--- src/rtl/counter_run_ctrl.sv ---
// counter_run_ctrl
//
// Purpose:
//   Sequences a small up-counter datapath. A run command is taken over a
//   valid/ready handshake. The counter can optionally be cleared first. The
//   block then enables the counter until its output matches the commanded
//   target; the counter is allowed to wrap on the way. At the end it pulses
//   done and reports how many cycles the counter was enabled. That count
//   saturates at its maximum value.
//
// Ports:
//   clk         system clock, all state updates on the rising edge
//   rstn        asynchronous active-low reset
//   cmd_valid   a run command is present
//   cmd_ready   controller is idle and can take a command
//   cmd_target  counter value at which the run stops
//   cmd_clear   1 = clear the counter before running
//   hold        pauses counting while high (only honoured while running)
//   cnt_out     current counter output
//   cnt_en      counter enable
//   cnt_rstn    counter active-low reset (registered)
//   busy        high whenever the controller is not idle
//   done        one-cycle pulse when a run completes
//   cycles      enabled cycles of the most recent run, saturating

module counter_run_ctrl #(
  parameter int CNT_W = 4,
  parameter int CYC_W = 8
) (
  input  logic             clk,
  input  logic             rstn,
  input  logic             cmd_valid,
  output logic             cmd_ready,
  input  logic [CNT_W-1:0] cmd_target,
  input  logic             cmd_clear,
  input  logic             hold,
  input  logic [CNT_W-1:0] cnt_out,
  output logic             cnt_en,
  output logic             cnt_rstn,
  output logic             busy,
  output logic             done,
  output logic [CYC_W-1:0] cycles
);

  typedef enum logic [1:0] {
    ST_IDLE  = 2'd0,
    ST_CLEAR = 2'd1,
    ST_RUN   = 2'd2,
    ST_DONE  = 2'd3
  } state_e;

  state_e           state_q;
  state_e           state_d;
  logic [CNT_W-1:0] target_q;
  logic [CYC_W-1:0] cycles_q;
  logic [CYC_W-1:0] cycles_d;
  logic             cntRstn_q;
  logic             accept;
  logic             atTarget;
  logic             cycSat;

  // Handshake, target match and counter enable.
  // The enable is combinational so the counter steps in the same cycle
  // that the controller decides to run. The target check ignores hold, so
  // a run that has already arrived ends even while paused.
  always_comb begin
    accept   = cmd_valid && (state_q == ST_IDLE);
    atTarget = (cnt_out == target_q);
    cnt_en   = (state_q == ST_RUN) && !hold && !atTarget;
    cycSat   = (cycles_q == {CYC_W{1'b1}});
  end

  // Next-state decode.
  // CLEAR and DONE are always single-cycle states. RUN stays in place until
  // the counter reaches the target, however long hold keeps it paused.
  always_comb begin
    state_d = state_q;
    case (state_q)
      ST_IDLE: begin
        if (accept) begin
          state_d = cmd_clear ? ST_CLEAR : ST_RUN;
        end
      end
      ST_CLEAR: state_d = ST_RUN;
      ST_RUN: begin
        if (atTarget) begin
          state_d = ST_DONE;
        end
      end
      ST_DONE: state_d = ST_IDLE;
      default: state_d = ST_IDLE;
    endcase
  end

  // Enabled-cycle counter.
  // It restarts on accept. It then counts every edge where the counter
  // actually steps, and it stops at all-ones instead of wrapping. Between
  // runs it holds the last result for the stimulus layer to read.
  always_comb begin
    cycles_d = cycles_q;
    if (accept) begin
      cycles_d = '0;
    end else if (cnt_en && !cycSat) begin
      cycles_d = cycles_q + 1'b1;
    end
  end

  // State register.
  // The counter reset output is registered from the next state, so it is
  // low for exactly the CLEAR cycle. It is also low throughout a system
  // reset, and it rises on the first edge after reset is released.
  always_ff @(posedge clk or negedge rstn) begin
    if (!rstn) begin
      state_q   <= ST_IDLE;
      target_q  <= '0;
      cycles_q  <= '0;
      cntRstn_q <= 1'b0;
    end else begin
      state_q   <= state_d;
      cycles_q  <= cycles_d;
      cntRstn_q <= (state_d != ST_CLEAR);
      if (accept) begin
        target_q <= cmd_target;
      end
    end
  end

  // Status outputs decoded straight from the state register.
  always_comb begin
    cmd_ready = (state_q == ST_IDLE);
    busy      = (state_q != ST_IDLE);
    done      = (state_q == ST_DONE);
    cycles    = cycles_q;
    cnt_rstn  = cntRstn_q;
  end

endmodule

--- config.mk ---
export PLATFORM = sky130hd
export DESIGN_NAME = counter_run_ctrl
export DESIGN_NICKNAME = d
export VERILOG_FILES = /design/src/rtl/counter_run_ctrl.sv
export SDC_FILE = /design/constraint.sdc
export NUM_CORES = 1
export LEC_CHECK = 0
export ABC_AREA = 0
export CORE_MARGIN = 2
export CORE_UTILIZATION = 38
export DETAILED_ROUTE_END_ITERATION = 10
export PLACE_DENSITY = 0.66
export SLEW_MARGIN = 20
export SYNTH_ARGS = -nofsm -noshare
export SYNTH_HDL_FRONTEND = slang
export SYNTH_SLANG_ARGS = --single-unit
--- constraint.sdc ---
create_clock -name clk -period 3.3 [get_ports clk]
set_input_delay 0.825 -clock clk [delete_from_list [all_inputs] [get_ports clk]]
set_output_delay 0.825 -clock clk [all_outputs]
set_load 0.1 [all_outputs]
======== Yosys cells after proc, flatten, opt, wreduce, memory -nomap -nowiden ========
Cells that the tools add are included.
Widths: inputs -> output; s select.
storage, ports and cells
  memories kept ........................... 0
  bits in registers ....................... 15
  bits in read-only memories .............. 0
  output and inout bits ................... 13
  logic and storage cells ................. 27
  memory bits (writable) .................. 0
  latch bits .............................. 0
operators by class
  $mul .................................... 0
  add/sub/neg operators ................... 1
  reductions and logical operators ........ 10
  shifts and indexed selects .............. 0
  mux-type cells .......................... 6
  bitwise operators ....................... 0
  divide/modulo/power cells ............... 0
  eq/ne operators ......................... 6
  order comparisons ....................... 0
operators with widths
  cell                 number
  $mux 8               2
  $add 8x1->8 const B  1
  $eq 8x8->1 const B   1
  $pmux 2 s4           1
  $mux 2               3
  $eq 2x2->1 const B   2
  $eq 4x4->1           1
  $logic_and 1x1->1    4
  $reduce_bool 2->1    2
  $logic_not 1->1      3
  $eq 2x1->1 const B   1
  $logic_not 2->1      1
  $ne 2x1->1 const B   1

======== Logic depth before layout (Yosys ltp) ========
Gate-level depths: netlist of run 1.
  word-level depth ........................ 6
  mapped depth ............................ 7
  gate-level depth less buffers ........... 6

======== Least setup slack after synthesis of run 1 ========
No wires, ideal clock.
  kind .................................... register -> output
  start point ............................. register state_q[0]
  end point ............................... output port busy
  arrival ................................. 2.018 ns
  required time ........................... 2.475 ns
  buffers on the path ..................... 0
  path slack .............................. 0.457 ns
  stages on the path, launching flop included .. 4
  cell sequence ........................... dfrtp_1 -> inv_1 -> ha_1 -> inv_1
between the ends
  word-level cells in the longest chain between the ends .. 1
ends and longest elaborated chain
  element                 RTL line  source
  start, declared         52        state_e state_q;
  start signal, assigned  119       state_q <= state_d;
  $reduce_bool 2->1       131       busy = (state_q != ST_IDLE);
  end, declared           40        output logic busy,
Every way passes these cells.

======== Worst setup path in the final report of run 1 ========
  start point ............................. input port cnt_out[2]
  end point ............................... output port cnt_en
between the ends
  word-level cells in the longest chain between the ends .. 3
ends and longest elaborated chain
  element            RTL line  source
  start, declared    37        input logic [CNT_W-1:0] cnt_out,
  $eq 4x4->1         68        atTarget = (cnt_out == target_q);
  $logic_not 1->1    69        cnt_en = (state_q == ST_RUN) && !hold && !atTarget;
  $logic_and 1x1->1  69
  end, declared      38        output logic cnt_en,
Every way passes these cells.

==> impl_results.rst, run 1 <==
.. list-table::
   :header-rows: 1

   * - Metric
     - Value
   * - Maximum number of pins on one net before global-route repair
     - 18
   * - Setup slack, reg-to-reg
     - 1490 ps
   * - Share of total power in the clock network
     - 10.3%
   * - Transition time of the tightest slew-check pin
     - 708 ps
   * - Antenna Nets Post-Route
     - 0
   * - Required time of the critical path
     - 2470 ps
   * - Xor/xnor cell area share of the yosys netlist
     - 3.93%
   * - Rows
     - 17
   * - Final Routed Wirelength
     - 1.86 mm
   * - Placed instance area
     - 1140 µm²
   * - Endpoint with the worst hold slack
     - target_q[3]
   * - Global-route congestion overflow total
     - 0
   * - Endpoint arrival time on the critical path
     - 1930 ps
   * - Global-route usage over all layers
     - 16.0%
   * - Internal Power
     - 0.000455 W
   * - Sum of negative setup slack
     - 0 ps
   * - Clk Latency, worst-skew pair
     - 270 ps
   * - Capturing point of the worst reg2reg path
     - cnt_rstn
   * - Clk sink count
     - 15
   * - Setup Buffers After CTS
     - 0
   * - Worst Setup Start Kind
     - input port
   * - Simple-gate portion of the synthesized area
     - 23.5%
   * - Multiplexer share of the synthesized area
     - 3.37%
   * - Number of hold violations in the final report
     - 0
   * - Overall die width
     - 52.4 µm
   * - Combinational group share of total power
     - 62.1%
   * - Summed area of non-filler cells in the final layout
     - 1170 µm²
   * - Hold path depth
     - 2
   * - Number of synthesized register bits
     - 15
   * - YS warnings
     - 0
   * - IO Port Bufs
     - 25
   * - Syn Nets
     - 115
   * - Compound-gate portion of the synthesized area
     - 14.6%
   * - Number of endpoints failing setup at the final stage
     - 0
   * - First drt pass iteration count
     - 4
   * - Clock slew at the register clock pins of the worst setup and hold paths
     - 80 ps
   * - Worst reg-to-reg path cell count
     - 7
   * - Final net count
     - 143
   * - HPWL reported at the end of detailed placement
     - 1.37 mm
   * - # fillers
     - 227
   * - Leakage power
     - 0.593 nW
   * - Post-synthesis instance area
     - 891 µm²
   * - DRC errors left
     - 0
   * - Maximum clock skew at final layout
     - 2.31 ps
   * - Number of cells in the design after placement
     - 148
   * - CP max FO
     - 2
   * - Total power after layout
     - 0.000999 W
   * - Number of global-route vias before repair
     - 774
   * - Share of synthesized area occupied by flip-flops and latches
     - 42.1%
   * - Worst Setup Path Type
     - input port to primary output
   * - Average cell area after synthesis
     - 9.18 µm²
   * - Non-Filler Instances
     - 152
   * - Adder-cell share of the synthesized area
     - 7.02%
   * - Layout overhead on the synthesized area
     - 31.5%
   * - Hold Buf Count CTS
     - 0
   * - Initial antenna violation count
     - 0
   * - Final critical-path share of the clock period
     - 83.5%
   * - H-Tree Level Count
     - 1
   * - Switching part of the total
     - 54.5%
   * - Vias per cell
     - 5.12
   * - Relative max-transition margin
     - 52.7%
   * - First-pass GRT wire length
     - 3.30 mm
   * - Number of unique standard cell types used by synthesis
     - 29
   * - Switching power
     - 0.000544 W
   * - Maximum operating frequency
     - 363 MHz
   * - IR Drop Worst-Case VDD
     - 0.837 mV
   * - Number of gates resized after cts
     - 0
   * - Most common cell after layout, fill and taps aside
     - nand2_1
   * - Reg-to-reg critical path startpoint
     - state_q[0]
   * - Minimum clock period after layout
     - 2760 ps
   * - Overall die area
     - 2750 µm²
   * - Number of diodes
     - 0
   * - Max-slew violation count
     - 0
   * - Top-level I/O count
     - 26
   * - Setup repair after global routing missed its margin
     - false
   * - Wire length per cell
     - 12.3 µm
   * - Die outline height
     - 52.4 µm
   * - Share of cells above drive strength 1
     - 18.5%
   * - Number of buffers inserted during clock tree synthesis
     - 3
   * - Outcome
     - complete, no violations
   * - Violation count after the first detailed-route iteration
     - 13
   * - Cell count after synthesis
     - 97
   * - Gpl congestion
     - 0.777
   * - Main combinational cell family by area after synthesis
     - simple AND/OR/NAND/NOR gates
   * - Cell chosen for the clock root
     - clkbuf_4
   * - Commonest non-fill, non-tap cells in the layout
     - nand2_1 (21), dfrtp_1 (15), buf_4 (14), clkdlybuf4s50_1 (12), nor2_1 (7)
   * - Via count
     - 778
   * - Area inside the core boundary
     - 2210 µm²
   * - Effective utilization at floorplan
     - 40.3%
   * - Number of buffers on the longest clock path
     - 2
   * - Power per Cell Area
     - 853 nW/µm²
   * - Max-capacitance violation count
     - 0
   * - Relative contribution of sequential cells to total power
     - 27.6%
   * - Critical hold path startpoint
     - target_q[3]
   * - Clock tree from TritonCTS
     - done
   * - Min-delay worst type
     - register to register
   * - Sort of element at the end of the critical path
     - primary output
-- layout make-up --
type	instances	area, µm²	share of cell area [%]
Clock buffer	4	26.3	2.24
Timing Repair Buffer	27	245	20.9
Multi-Input combinational cell	72	467	39.9
Inverter	6	22.5	1.92
Tap cell	28	35.0	2.99
Sequential cell	15	375	32.1
-- metal layers --
layer	vias up	GRT usage (%)	routed length (µm)
met1	359	20.3	874
met2	26	26.9	852
met4	0	5.13	12
met5	-	0	0
met3	2	3.71	123
li1	391	-	-
-- worst max-delay path, cell delays in order --
cell and delay (ps):
clkdlybuf4s50_1 410, xnor2_1 160, a41oi_2 320, buf_12 220
-- kinds of logic (layout without fill, tap and decap cells) --
| kind of cell | Yosys count | after routing |
|---|---|---|
| flops | 15 | 15 |
| xor+xnor | 4 | 4 |
| simple gates | 44 | 44 |
| buf+inv | 10 | 37 |
| mux | 3 | 3 |
| compound gates | 16 | 16 |
| fa+ha+maj | 5 | 5 |
-- Yosys cell counts --
cell type	instances	area share, %
nand2_1	21	8.8
nor3_1	1	0.56
and2b_1	1	0.84
xnor2_1	4	3.9
nand3_1	3	1.7
a31oi_1	2	1.4
and2_1	1	0.70
buf_6	1	1.3
a21oi_1	4	2.2
dfrtp_1	15	42
a41o_1	2	2.2
o211ai_1	1	0.84
nand2b_1	3	2.1
a31o_2	1	0.98
nand4_1	2	1.4
a41o_2	2	2.5
a221oi_1	1	0.98
nor2_1	7	2.9
clkbuf_1	2	0.84
or3_4	1	1.3
ha_1	5	7.0
and4_1	1	0.98
a311oi_1	1	0.98
mux2i_1	3	3.4
a41oi_2	1	1.8
inv_1	6	2.5
buf_4	1	0.84
o21ai_0	1	0.56
and3_1	3	2.1
-- worst max-delay path by stage --
| stage | startpoint | slack, ps | cells after the start | endpoint |
|---|---|---|---|---|
| floorplan | state_q[0] | 460 | 3 | busy |
| global route | cnt_out[0] | 480 | 4 | cnt_en |
| detailed placement | cnt_out[2] | 540 | 4 | cnt_en |
| global placement | cnt_out[2] | 530 | 4 | cnt_en |
| finish | cnt_out[2] | 540 | 4 | cnt_en |
| CTS | cnt_out[2] | 530 | 4 | cnt_en |
-- state kept, by name, indices dropped and copies added, names as in the netlist --
register  cells
cycles        8
target_q      4
state_q       2
cnt_rstn      1
-- through the flow --
stage                     setup slack, ps  utilization, %  hold slack (ps)
after floorplan                       457               -              467
after global placement                535            51.8              481
after detailed placement              543            51.8              488
after CTS                             530            52.9              511
after global routing                  484            52.9              543
final                                 544            52.9              507
-- power groups by stage --
stage	registers (W)	logic [W]	clock network (W)
2_1_floorplan	0.000376	0.000386	0
3_3_place_gp	0.000278	0.000614	0
3_5_place_dp	0.000280	0.000619	0
4_1_cts	0.000276	0.000625	0.000109
5_1_grt	0.000285	0.000667	0.000122
6_report	0.000276	0.000620	0.000103
(Power assumes the default switching activity.)
==> inputs of run 2 (changes only) <==
clock period = 2.8 ns   (was 3.3 ns; I/O delays follow)
==> run 2 against run 1 <==
Power grew 18%. Clock-buffer cell count is the same. Die area is the same. Setup slack lost 240 ps. Sequential cell count is the same. Cell area is the same. Critical path type unchanged. Clock skew is essentially flat. Sequential share of layout area is the same. Sequential power grew 18%. Combinational power grew 18%.
==> impl_results.rst, run 2 (synthesized netlist as in run 1, its figures left out) <==
.. list-table::
   :header-rows: 1

   * - Metric
     - Value
   * - Outcome
     - complete, no violations (unchanged)
   * - Wire length per cell
     - 12.5 µm (was 12.3 µm)
   * - Largest stage delay, worst path
     - 410 ps (about the same)
   * - Initial antenna violation count
     - 0 (unchanged)
   * - H-Tree Level Count
     - 1 (unchanged)
   * - Setup crit end
     - cnt_en (unchanged)
   * - Worst Setup Path Type
     - input port to primary output (unchanged)
   * - Cell chosen for the clock root
     - clkbuf_4 (unchanged)
   * - Top-level I/O count
     - 26 (unchanged)
   * - Post-route core utilization
     - 52.9% (unchanged)
   * - Number of gates resized after cts
     - 0 (unchanged)
   * - Capturing point of the worst reg2reg path
     - cycles[3] (was cnt_rstn)
   * - Ordered cell list for the critical path
     - clkdlybuf4s50_1 -> xnor2_1 -> a41oi_2 -> buf_12 (unchanged)
   * - Effective utilization at floorplan
     - 40.3% (unchanged)
   * - Clk sink count
     - 15 (unchanged)
   * - Clock slew at the register clock pins of the worst setup and hold paths
     - 80 ps (about the same)
   * - Min setup slack post-route
     - 308 ps (was 544 ps)
   * - Switching part of the total
     - 54.6% (was 54.5%)
   * - Placed instance area
     - 1140 µm² (unchanged)
   * - Leakage power
     - 0.593 nW (unchanged)
   * - Overall die width
     - 52.4 µm (unchanged)
   * - Setup repair after global routing missed its margin
     - false (unchanged)
   * - Share of total power in the clock network
     - 10.3% (about the same)
   * - Layout overhead on the synthesized area
     - 31.5% (unchanged)
   * - Setup Buffers After CTS
     - 0 (unchanged)
   * - Max-capacitance violation count
     - 0 (unchanged)
   * - Maximum number of pins on one net before global-route repair
     - 17 (was 18)
   * - Sum of negative setup slack
     - 0 ps (unchanged)
   * - Number of diodes
     - 0 (unchanged)
   * - Relative contribution of sequential cells to total power
     - 27.8% (was 27.6%)
   * - Multi-input logic area
     - 467 µm² (unchanged)
   * - Number of global-route vias before repair
     - 752 (was 774)
   * - Number of endpoints failing setup at the final stage
     - 0 (unchanged)
   * - Slowest stage cell on the critical path
     - clkdlybuf4s50_1 (unchanged)
   * - Share of cells above drive strength 1
     - 18.5% (unchanged)
   * - Maximum operating frequency
     - 401 MHz
   * - First-pass GRT wire length
     - 3.24 mm (was 3.30 mm)
   * - Antenna Nets Post-Route
     - 0 (unchanged)
   * - Global-route usage over all layers
     - 15.9% (was 16.0%)
   * - Total power after layout
     - 0.00118 W (was 0.000999 W)
   * - Summed area of non-filler cells in the final layout
     - 1170 µm² (unchanged)
   * - Gpl congestion
     - 0.772 (was 0.777)
   * - Area inside the core boundary
     - 2210 µm² (unchanged)
   * - Global-route congestion overflow total
     - 0 (unchanged)
   * - Final Routed Wirelength
     - 1.90 mm (was 1.86 mm)
   * - Hold path depth
     - 2 (unchanged)
   * - Endpoint arrival time on the critical path
     - 1790 ps (was 1930 ps)
   * - Via count
     - 778 (unchanged)
   * - Hold Buf Count CTS
     - 0 (unchanged)
   * - Internal Power
     - 0.000535 W (was 0.000455 W)
   * - Power per Cell Area
     - 1010 nW/µm² (was 853 nW/µm²)
   * - Violation count after the first detailed-route iteration
     - 18 (was 13)
   * - Minimum clock period after layout
     - 2490 ps
   * - Clock tree from TritonCTS
     - done (unchanged)
   * - Clk Latency, worst-skew pair
     - 270 ps (about the same)
   * - Max reg flops
     - 8 (unchanged)
   * - Post-Place Setup Slack
     - 291 ps (was 543 ps)
   * - First drt pass iteration count
     - 4 (unchanged)
   * - DRC errors left
     - 0 (unchanged)
   * - Number of buffers inserted during clock tree synthesis
     - 3 (unchanged)
   * - Reg-to-reg critical path startpoint
     - state_q[0] (unchanged)
   * - Worst reg-to-reg path cell count
     - 7 (unchanged)
   * - Worst Setup Start Kind
     - input port (unchanged)
   * - Switching power
     - 0.000643 W (was 0.000544 W)
   * - Die outline height
     - 52.4 µm (unchanged)
   * - Sort of element at the end of the critical path
     - primary output (unchanged)
   * - Startpoint of the most critical setup path
     - cnt_out[2] (unchanged)
   * - Required time of the critical path
     - 2100 ps (was 2470 ps)
   * - # fillers
     - 234 (was 227)
   * - IR Drop Worst-Case VDD
     - 1.18 mV (was 0.837 mV)
   * - IO Port Bufs
     - 25 (unchanged)
   * - Relative max-transition margin
     - 54.7% (was 52.7%)
   * - Min-delay worst type
     - register to register (unchanged)
   * - Footprint of the flip-flops and latches
     - 375 µm² (unchanged)
   * - Rows
     - 17 (unchanged)
   * - Max-slew violation count
     - 0 (unchanged)
   * - Combinational group share of total power
     - 61.9% (was 62.1%)
   * - CP max FO
     - 2 (unchanged)
   * - HPWL reported at the end of detailed placement
     - 1.43 mm (was 1.37 mm)
   * - Final critical-path share of the clock period
     - 89.0%
   * - Setup slack, reg-to-reg
     - 1070 ps (was 1490 ps)
   * - Number of buffers on the longest clock path
     - 2 (unchanged)
   * - Maximum clock skew at final layout
     - 2.62 ps (was 2.31 ps)
   * - Most common cell after layout, fill and taps aside
     - nand2_1 (unchanged)
   * - Final net count
     - 143 (unchanged)
   * - Number of hold violations in the final report
     - 0 (unchanged)
   * - Vias per cell
     - 5.12 (unchanged)
   * - Commonest non-fill, non-tap cells in the layout
     - nand2_1 (21), dfrtp_1 (15), buf_4 (14), clkdlybuf4s50_1 (12), nor2_1 (7) (unchanged)
   * - Overall die area
     - 2750 µm² (unchanged)
   * - Transition time of the tightest slew-check pin
     - 677 ps (was 708 ps)
==> run 2: cell counts in the layout (fill, tap and decap cells not counted) <==
No cell type changed its count.
==> run 2: through the flow <==
step | std cells | hold WS (ps)
final | 152 | 502
after floorplan | 97 | 404
after CTS | 152 | 505
after global routing | 152 | 561
after detailed placement | 148 | 484
after global placement | 148 | 480
==> run 2: how the worst min path moves through the flow <==
stage / startpoint / end / slack [ps]
floorplan: rstn / cnt_rstn / 400
global placement: target_q[2] / target_q[2] / 480
detailed placement: target_q[2] / target_q[2] / 480
CTS: target_q[2] / target_q[2] / 510
global route: target_q[2] / target_q[2] / 560
finish: target_q[2] / target_q[2] / 500
==> run 2: power groups by stage <==
stage / clock, W / sequential (W) / combinational, W
2_1_floorplan: 0 / 0.000443 / 0.000455
3_3_place_gp: 0 / 0.000327 / 0.000722
3_5_place_dp: 0 / 0.000331 / 0.000735
4_1_cts: 0.000126 / 0.000326 / 0.000736
5_1_grt: 0.000139 / 0.000336 / 0.000787
6_report: 0.000121 / 0.000327 / 0.000729
==> run 2: final cells by class <==
cell class              instances  share of cell area [%]
flip-flops and latches         15                    32.1
repair buffers                 27                    20.9
well taps                      28                    2.99
multi-input cells              72                    39.9
clock buffers                   4                    2.24
inverters                       6                    1.92
==> run 2: metal layers <==
metal	GRT usage (%)	up-vias	wire length (µm)
li1	-	391	-
met1	20.5	357	893
met2	26.5	26	855
met3	2.57	4	120
met4	6.41	0	27
met5	0	-	0
==> run 2: worst max-delay path: cells and delay by family <==
| kind | cells | cell delay (ps) |
|---|---|---|
| AOI/OAI and AO/OA | 1 | 300 |
| xor gates and xnor gates | 1 | 160 |
| buffers and inverters | 2 | 620 |
==> inputs of run 3 (changes only) <==
ABC_CLOCK_PERIOD_IN_PS = 2800   (was default)
==> results of run 3 <==
No change in the layout: final DEF, timing and power equal those of run 2.
